$ cat src/rtl/mem_stage_sb.sv
// mem_stage_sb: memory-stage front end for a multi-cycle, handshaked data memory.
// Stores retire into a FIFO store buffer that drains in the background; loads
// take the memory port ahead of buffered stores and stall the pipeline until
// their data returns.
//
// Ports:
//   clk, rst                 clock, asynchronous active-high reset
//   ex_valid                 memory-stage slot holds a valid instruction
//   mem_read, mem_write      load / store (both set = load, write ignored)
//   addr, wdata              effective address, store data
//   stall                    combinational hold request to the hazard unit
//   rdata, rdata_valid       registered load result, 1-cycle valid pulse
//   mem_req, mem_we,
//   mem_addr, mem_wdata      registered memory request, held until ack
//   mem_ack, mem_rdata       1-cycle completion pulse, read data
//   sb_count                 store-buffer occupancy
//
// Build option: define MEM_STORE_FWD_EN to serve loads that hit the store
// buffer directly from the youngest matching entry. Without it, such loads
// wait until every matching entry has drained and then read memory.
//
// state      | meaning
// IDLE       | port free; pick a load (priority) or the buffer head
// LOAD_WAIT  | load request outstanding, waiting for mem_ack
// STORE_WAIT | head store request outstanding, waiting for mem_ack
module mem_stage_sb #(
  parameter int DATA_W   = 16,
  parameter int ADDR_W   = 16,
  parameter int SB_DEPTH = 4
) (
  input  logic                        clk,
  input  logic                        rst,
  input  logic                        ex_valid,
  input  logic                        mem_read,
  input  logic                        mem_write,
  input  logic [ADDR_W-1:0]           addr,
  input  logic [DATA_W-1:0]           wdata,
  output logic                        stall,
  output logic [DATA_W-1:0]           rdata,
  output logic                        rdata_valid,
  output logic                        mem_req,
  output logic                        mem_we,
  output logic [ADDR_W-1:0]           mem_addr,
  output logic [DATA_W-1:0]           mem_wdata,
  input  logic                        mem_ack,
  input  logic [DATA_W-1:0]           mem_rdata,
  output logic [$clog2(SB_DEPTH):0]   sb_count
);

  localparam int PTR_W = $clog2(SB_DEPTH);
  localparam logic [PTR_W:0] FULL_CNT = (PTR_W+1)'(SB_DEPTH);

  typedef enum logic [1:0] {IDLE, LOAD_WAIT, STORE_WAIT} state_t;

  state_t            state;
  logic [ADDR_W-1:0] sb_addr [SB_DEPTH];
  logic [DATA_W-1:0] sb_data [SB_DEPTH];
  logic [PTR_W-1:0]  head;
  logic [PTR_W-1:0]  tail;
  logic              load_done;

  logic is_load;
  logic is_store;
  logic full;
  logic pop;
  logic enq;
  logic load_pend;
  logic match;
  logic issue_load;
  logic drain_ok;
`ifdef MEM_STORE_FWD_EN
  logic [DATA_W-1:0] match_data;
`endif

  // A load with mem_write also set is a load; the write half is dropped.
  assign is_load   = ex_valid & mem_read;
  assign is_store  = ex_valid & mem_write & ~mem_read;
  assign full      = (sb_count == FULL_CNT);
  assign pop       = (state == STORE_WAIT) & mem_ack;
  // A full buffer still accepts a store on the edge that pops the head.
  assign enq       = is_store & (~full | pop);
  assign load_pend = is_load & ~load_done;
  assign stall     = load_pend | (is_store & full & ~pop);

  // Walk valid entries oldest to youngest so the youngest match wins.
  always_comb begin
    match = 1'b0;
`ifdef MEM_STORE_FWD_EN
    match_data = '0;
`endif
    for (int k = 0; k < SB_DEPTH; k++) begin
      if (((PTR_W+1)'(k) < sb_count) && (sb_addr[head + PTR_W'(k)] == addr)) begin
        match = 1'b1;
`ifdef MEM_STORE_FWD_EN
        match_data = sb_data[head + PTR_W'(k)];
`endif
      end
    end
  end

  // A load that hits the buffer never goes to memory until the hit clears
  // (non-forwarding) or is answered from the buffer (forwarding).
  assign issue_load = load_pend & ~match;
  // Draining continues while a hitting load waits, otherwise it would never clear.
  assign drain_ok   = (sb_count != '0) & ~issue_load;

  always_ff @(posedge clk) begin
    if (enq) begin
      sb_addr[tail] <= addr;
      sb_data[tail] <= wdata;
    end
  end

  always_ff @(posedge clk or posedge rst) begin
    if (rst) begin
      state       <= IDLE;
      head        <= '0;
      tail        <= '0;
      sb_count    <= '0;
      load_done   <= 1'b0;
      rdata       <= '0;
      rdata_valid <= 1'b0;
      mem_req     <= 1'b0;
      mem_we      <= 1'b0;
      mem_addr    <= '0;
      mem_wdata   <= '0;
    end else begin
      rdata_valid <= 1'b0;
      if (!stall) load_done <= 1'b0;

      if (enq) tail <= tail + 1'b1;
      if (pop) head <= head + 1'b1;
      case ({enq, pop})
        2'b10:   sb_count <= sb_count + 1'b1;
        2'b01:   sb_count <= sb_count - 1'b1;
        default: ;
      endcase

`ifdef MEM_STORE_FWD_EN
      if (load_pend && match) begin
        load_done   <= 1'b1;
        rdata       <= match_data;
        rdata_valid <= 1'b1;
      end
`endif

      case (state)
        IDLE: begin
          if (issue_load) begin
            state     <= LOAD_WAIT;
            mem_req   <= 1'b1;
            mem_we    <= 1'b0;
            mem_addr  <= addr;
            mem_wdata <= '0;
          end else if (drain_ok) begin
            state     <= STORE_WAIT;
            mem_req   <= 1'b1;
            mem_we    <= 1'b1;
            mem_addr  <= sb_addr[head];
            mem_wdata <= sb_data[head];
          end
        end
        LOAD_WAIT: begin
          if (mem_ack) begin
            state       <= IDLE;
            mem_req     <= 1'b0;
            mem_we      <= 1'b0;
            rdata       <= mem_rdata;
            rdata_valid <= 1'b1;
            load_done   <= 1'b1;
          end
        end
        STORE_WAIT: begin
          if (mem_ack) begin
            state   <= IDLE;
            mem_req <= 1'b0;
            mem_we  <= 1'b0;
          end
        end
        default: state <= IDLE;
      endcase
    end
  end

endmodule

$ cat config.mk
export PLATFORM = sky130hd
export DESIGN_NAME = mem_stage_sb
export DESIGN_NICKNAME = d
export VERILOG_FILES = /design/src/rtl/mem_stage_sb.sv
export SDC_FILE = /design/constraint.sdc
export NUM_CORES = 1
export LEC_CHECK = 0
export CAP_MARGIN = 20
export CORE_ASPECT_RATIO = 0.9
export CORE_MARGIN = 10
export CORE_UTILIZATION = 56
export CTS_CLUSTER_SIZE = 25
export DETAILED_ROUTE_END_ITERATION = 10
export GPL_ROUTABILITY_DRIVEN = 0
export PLACE_DENSITY = 0.84
export RECOVER_POWER = 25
export SYNTH_ARGS = -nofsm -noshare
export SYNTH_HDL_FRONTEND = slang
export SYNTH_SLANG_ARGS = --single-unit
$ cat constraint.sdc
create_clock -name clk -period 3.6 [get_ports clk]
set_input_delay 0.72 -clock clk [delete_from_list [all_inputs] [get_ports clk]]
set_output_delay 0.72 -clock clk [all_outputs]
set_load 0.1 [all_outputs]
==> key figures, run 1 <==
Floorplan
  – I/O pin cnt: around 110
  – Initial Util: 0.575
  – Core area: ~0.016 mm²
  – Die width: between 150 and 200 µm
  – Die height: between 100 and 150 µm
  – Core Rows: 44
  – Die area: ~0.022 mm²

Job
  – Max Cap Viol: 0

STA
  – Peak Freq: 0.294 GHz
  – Max Transition Viols Final: 0
  – Worst Skew: roughly 0.013 ns
  – Slew @ Worst Pin: between 1 and 1.5 ns
  – Endpoints failing setup: 0
  – Tmin final: 3.40 ns
  – Final setup TNS: 0 ns
  – Final hold vios: 0
  – Final setup margin: ~0.20 ns
  – Crit share post-route: 0.944
  – RSZ-0062 raised after global routing: no
  – Slew margin rel.: 0.178

Synth
  – Mapped Cells: just under 600
  – Yosys warns: 0
  – #FFs+latches synth: between 150 and 200
  – Leading area contributor after synthesis: edfxtp_1
  – Post-synth EDFFs: approximately 130
  – Avg Cell Area, Syn: roughly 16 µm²
  – Ys async rst share: 0.323
  – Synth top area share: 0.411
  – Top FF cell, synth: edfxtp_1
  – Largest cells by area after synthesis: edfxtp_1 41%, dfrtp_1 16%, mux4_2 14%, mux2i_1 4.7%, xnor2_1 3.9%
  – Yosys cell types: 47
  – Post-synthesis sequential area ratio: 0.574
  – Synthesized cell area: between 0.009 and 0.01 mm²
  – Syn Nets: around 660

GRT
  – Grt ovf: 0
  – Initial antenna violation count: 1
  – Gr usage total: 0.201
  – Vias in the first global route: 5,994
  – Global-route wire length before repair: 34,300 µm
  – Largest net degree at the start of global routing: between 50 and 60

Power and ir drop
  – Gate power share: 0.557
  – Switch Pwr: roughly 5.3 mW
  – Sw Ratio: 0.466
  – Internal power: 6.01 mW
  – Register share of total power: 0.274
  – Peak VDD IR: 514 µV
  – PwrDens: between 900 and 1000 mW/mm²
  – Clock power frac: 0.170
  – P_leak: ~4.2 nW

Placement
  – Post-DP Area: between 0.01 and 0.015 mm²
  – # port buffers: ~110
  – Hpwl dp: between 10,000 and 15,000 µm
  – Pre-CTS WS: 0.116 ns

Outcome
  – Status: finished clean

Cells and area
  – Layout cells sized above 1: 0.204
  – Nets@finish: just under 800
  – Area Overhead vs Synth: 21.3%
  – Fillers: between 1,000 and 1,500
  – Post-route cell area: roughly 0.011 mm²
  – Commonest non-fill, non-tap cells in the layout: 128 x edfxtp_1, 79 x clkdlybuf4s50_1, 59 x dfrtp_1
  – Storage element area: about 0.0054 mm²
  – Most common cell after layout, fill and taps aside: edfxtp_1
  – Area taken by multi-input logic gates: 0.00369 mm²

Setup path
  – Crit Path Max Fanout: 18
  – Cell-by-cell trace of the critical path: buf_12 > mux4_2 > xnor2_1 > nand4_1 > a2111oi_1 > a22oi_1 > a31o_2 > o22a_1 > o22a_1
  – CP Capture Type: flop
  – Critical-path top delay cell: mux4_2
  – Crit path DAT: roughly 3.7 ns
  – Max incr delay on CP: around 0.53 ns
  – Top Family by Delay on Critical Path: compound AO/OA/AOI/OAI gates
  – CP most frequent cell: o22a_1
  – CP Class: reg2reg
  – Startpoint types: flop
  – CP bufs+invs: 1
  – Cells on worst reg2reg path: 9
  – CP Data Required Time: a little under 4 ns
  – CP Depth: 9

Clocking
  – TritonCTS buffer count: 17
  – Clock Latency Late Sink: 0.45 ns
  – Post-cts resize count: 0
  – CTS root buffer: clkbuf_16
  – Setup bufs post-CTS: 0
  – CTS Sinks: 189
  – CTS Buffer Depth: 2
  – Clock Pin Slew Worst Setup and Hold Paths: 0.07 ns
  – CTS tree: yes
  – H-tree depth: 4
  – Post-CTS Hold Fix Bufs: 0

Routing
  – Vias per cell: about 6.4
  – Vias: just under 6,000
  – DR DRC count: 0
  – TritonRoute pass-1 iters: 5
  – Drt wl/cell: between 20 and 25 µm
  – Post-route ant nets: 0
  – Drt total wl: ~22,000 µm
  – Initial drt markers: ~500

Worst hold path
  – Worst min path class: reg2reg
  – Hold depth: 2
## cell usage after synthesis, drive strengths merged, types with 13 or more instances
cell type,instances
xnor2,42
ha,13
buf,33
inv,15
mux2i,44
dfrtp,61
mux4,58
xor2,30
nand2,17
edfxtp,128
a22o,15
a2bb2oi,13
mux2,20
## worst reg2reg max path: stages (launching register included)
cell       delay (ns)
dfrtp_4          0.50
buf_12           0.20
mux4_2           0.53
xnor2_1          0.34
nand4_1          0.21
a2111oi_1        0.49
a22oi_1          0.22
a31o_2           0.39
o22a_1           0.23
o22a_1           0.19
## kinds of logic (layout without fill, tap and decap cells)
kind of cell               Yosys count  count (layout)  synth area share
and+or+nand+nor                     56              56            0.0321
buffers and inverters               59             180            0.0319
other                                0               1                 0
adders and majority gates           13              13            0.0174
DFF                                189             189             0.574
muxes                              122             122             0.211
xor gates and xnor gates            72              72            0.0674
AOI/OAI and AO/OA                   84              84            0.0671
## power by group through the flow
stage	Combinational (mW)	Sequential [mW]	Clock [mW]
6_report	6.27	3.08	1.91
5_1_grt	6.57	3.12	2.03
4_1_cts	6.18	3.12	1.94
3_5_place_dp	6.14	3.16	0
3_3_place_gp	6.04	3.12	0
2_1_floorplan	2.79	5.05	0
## per-stage QoR
stage	instances	power [mW]	utilization	hold WS (ns)
floorplan	595	7.84	-	0.438
global placement	884	9.16	0.656	0.450
detailed placement	884	9.29	0.656	0.488
CTS	916	11.2	0.694	0.504
global route	924	11.7	0.697	0.523
finish	924	11.3	0.697	0.498
## state kept, by name, indices dropped and copies added (netlist names), 2 cells and up
name / flops
sb_addr: 64
sb_data: 64
mem_addr: 16
mem_wdata: 16
rdata: 16
sb_count: 3
head: 2
state: 2
tail: 2
## routing by layer
layer	global-route usage	wire, µm	vias up
met2	0.317	10600	327
li1	-	-	2554
met5	0	0	-
met1	0.260	8870	2997
met3	0.0586	2190	38
met4	0.0749	493	0
## final cells by class
type	instances	area share
Inverter	15	0.00496
Multi-Input combinational cell	347	0.325
Timing Repair Buffer	133	0.119
Sequential cell	189	0.473
Antenna cell	1	0.000220
Clock inverter	15	0.0167
Clock buffer	17	0.0374
Tap cell	207	0.0228
## final timing paths
| path | from | endpoint | slack [ns] |
|---|---|---|---|
| max in group asynchronous | rst | mem_addr[10]$_DFFE_PP0P_ | 1.50 |
| max | head[0]$_DFFE_PP0P_ | mem_addr[1]$_DFFE_PP0P_ | 0.20 |
| min reg2reg | load_done$_DFF_PP0_ | load_done$_DFF_PP0_ | 0.50 |
| max reg2reg | head[0]$_DFFE_PP0P_ | mem_addr[1]$_DFFE_PP0P_ | 0.20 |
| min in group asynchronous | rst | mem_wdata[0]$_DFFE_PP0P_ | 1.05 |
| min | load_done$_DFF_PP0_ | load_done$_DFF_PP0_ | 0.50 |
Power figures use the tool's default switching activity.
==> run 2: changes to the inputs <==
--- a/config.mk
+++ b/config.mk
@@ -8,11 +8,12 @@
 export CAP_MARGIN = 20
 export CORE_ASPECT_RATIO = 0.9
 export CORE_MARGIN = 10
-export CORE_UTILIZATION = 56
+export CORE_UTILIZATION = 69
 export CTS_CLUSTER_SIZE = 25
 export DETAILED_ROUTE_END_ITERATION = 10
+export DONT_BUFFER_PORTS = 1
 export GPL_ROUTABILITY_DRIVEN = 0
-export PLACE_DENSITY = 0.84
+export PLACE_DENSITY = 0.89
 export RECOVER_POWER = 25
 export SYNTH_ARGS = -nofsm -noshare
 export SYNTH_HDL_FRONTEND = slang
==> constraint.sdc (replaced) <==
create_clock -name clk -period 4.3 [get_ports clk]
set_input_delay 0.86 -clock clk [delete_from_list [all_inputs] [get_ports clk]]
set_output_delay 0.86 -clock clk [all_outputs]
set_load 0.1 [all_outputs]
==> key figures, run 2 (synthesis results as in run 1) <==
Setup path
  – Critical-path top delay cell: dfrtp_4
  – Flop2flop setup slack: 0.26 ns
  – Reg2Reg Launch Point: head[0]$_DFFE_PP0P_
  – CP Class: reg2reg
  – CP Data Required Time: between 4 and 5 ns
  – Crit Path Max Fanout: 53
  – Worst R2R End: mem_wdata[13]$_DFFE_PP0P_
  – Max incr delay on CP: 0.98 ns
  – Crit path DAT: between 4 and 5 ns
  – CP Capture Type: flop
  – Top Family by Delay on Critical Path: simple AND/OR/NAND/NOR gates
  – Cells on worst reg2reg path: 8
  – Cell-by-cell trace of the critical path: mux4_2 > xnor2_1 > nand4_1 > a2111oi_1 > a22oi_1 > nand3_2 > and3_1 > a22o_1
  – Startpoint types: flop
  – CP bufs+invs: 0

Cells and area
  – Most common cell after layout, fill and taps aside: edfxtp_1
  – Layout cells sized above 1: 0.227
  – Nets@finish: roughly 660
  – Area Overhead vs Synth: 8.10%
  – Fillers: 734
  – Commonest non-fill, non-tap cells in the layout: 128 x edfxtp_1, 59 x dfrtp_1, 58 x mux4_2
  – Largest regs: sb_addr (64), sb_data (64)
  – # diodes: 0

GRT
  – Global-route wire length before repair: around 34,000 µm
  – Vias in the first global route: between 5,000 and 6,000
  – Gr usage total: 0.245
  – Initial antenna violation count: 0
  – Largest net degree at the start of global routing: 54
  – Grt ovf: 0

Clocking
  – TritonCTS buffer count: 17
  – CTS root buffer: clkbuf_16
  – CTS Buffer Depth: 2
  – Post-cts resize count: 0
  – CTS tree: yes
  – Setup bufs post-CTS: 0
  – Clock Latency Late Sink: 0.45 ns
  – Post-CTS Hold Fix Bufs: 0
  – CTS Sinks: between 150 and 200
  – H-tree depth: 4
  – Clock Pin Slew Worst Setup and Hold Paths: roughly 0.07 ns

STA
  – Peak Freq: ~0.25 GHz
  – Endpoints failing setup: 0
  – Slew @ Worst Pin: 0.966 ns
  – Max Transition Viols Final: 0
  – Final setup TNS: 0 ns
  – RSZ-0062 raised after global routing: no
  – Final hold vios: 0
  – Worst Skew: around 0.018 ns
  – Slew margin rel.: 0.356
  – Crit share post-route: 0.939
  – Tmin final: ~4.0 ns

Routing
  – Vias per cell: slightly above 7
  – Drt total wl: approximately 22,000 µm
  – Vias: roughly 5,600
  – TritonRoute pass-1 iters: 5
  – Initial drt markers: slightly below 800
  – DR DRC count: 0
  – Post-route ant nets: 0
  – Drt wl/cell: around 28 µm

Floorplan
  – Die width: between 100 and 150 µm
  – Core area: 0.0133 mm²
  – I/O pin cnt: 109
  – Core Rows: 40
  – Initial Util: 0.703
  – Die height: between 100 and 150 µm
  – Die area: 0.0186 mm²

Job
  – Max Cap Viol: 0

Placement
  – # port buffers: 0
  – Hpwl dp: between 10,000 and 15,000 µm

Outcome
  – Status: finished clean

Worst hold path
  – Worst min path class: in2async
-- run 2: cell count changes in the layout (fill, tap and decap cells not counted), sizes merged --
| cell | before | now |
|---|---|---|
| bufinv | 1 | 0 |
| inv | 24 | 22 |
| diode | 1 | 0 |
| clkinv | 3 | 5 |
| clkbuf | 17 | 19 |
| buf | 30 | 21 |
| dlygate4sd3 | 24 | 0 |
| clkdlybuf4s50 | 79 | 0 |
| clkinvlp | 2 | 1 |
-- run 2: worst max-delay path by stage --
stage                                        from                         to  slack (ns)  depth (start not counted)
after floorplan           sb_count[2]$_DFFE_PP0P_                      stall        0.71                          3
after global routing          head[0]$_DFFE_PP0P_  mem_wdata[13]$_DFFE_PP0P_        0.06                          8
after detailed placement      head[0]$_DFFE_PP0P_  mem_wdata[13]$_DFFE_PP0P_        0.33                          8
after global placement        head[0]$_DFFE_PP0P_   mem_wdata[6]$_DFFE_PP0P_        0.58                          8
final                         head[0]$_DFFE_PP0P_  mem_wdata[13]$_DFFE_PP0P_        0.26                          8
after CTS                     head[0]$_DFFE_PP0P_  mem_wdata[13]$_DFFE_PP0P_        0.30                          8
-- run 2: through the flow --
stage	worst slack (ns)	cells	cell area [µm²]	hold WS [ns]	utilization
final	0.264	772	10100	0.359	0.760
after global routing	0.0614	772	10100	0.401	0.760
after CTS	0.301	772	10100	0.258	0.760
after detailed placement	0.326	740	9520	0.467	0.715
after global placement	0.583	740	9520	0.458	0.715
after floorplan	0.711	595	9360	0.438	-
-- run 2: layout make-up --
cell class / count / area, µm² / area share
inverters: 15 / 56.3 / 0.00556
flip-flops and latches: 189 / 5380 / 0.531
well taps: 168 / 210 / 0.0208
clock inverters: 13 / 143 / 0.0141
clock buffers: 19 / 454 / 0.0449
multi-input cells: 347 / 3700 / 0.365
repair buffers: 21 / 183 / 0.0180
-- run 2: routing by layer --
layer / track usage / part of all wire / up-vias
li1: - / - / 2319
met1: 0.317 / 0.37 / 2833
met2: 0.380 / 0.47 / 400
met3: 0.0880 / 0.14 / 37
met4: 0.0885 / 0.020 / 0
met5: 0 / 0 / -
Power of run 2 is not shown: default switching activity piles up to over one toggle a cycle in this logic, so the estimate is an artifact.
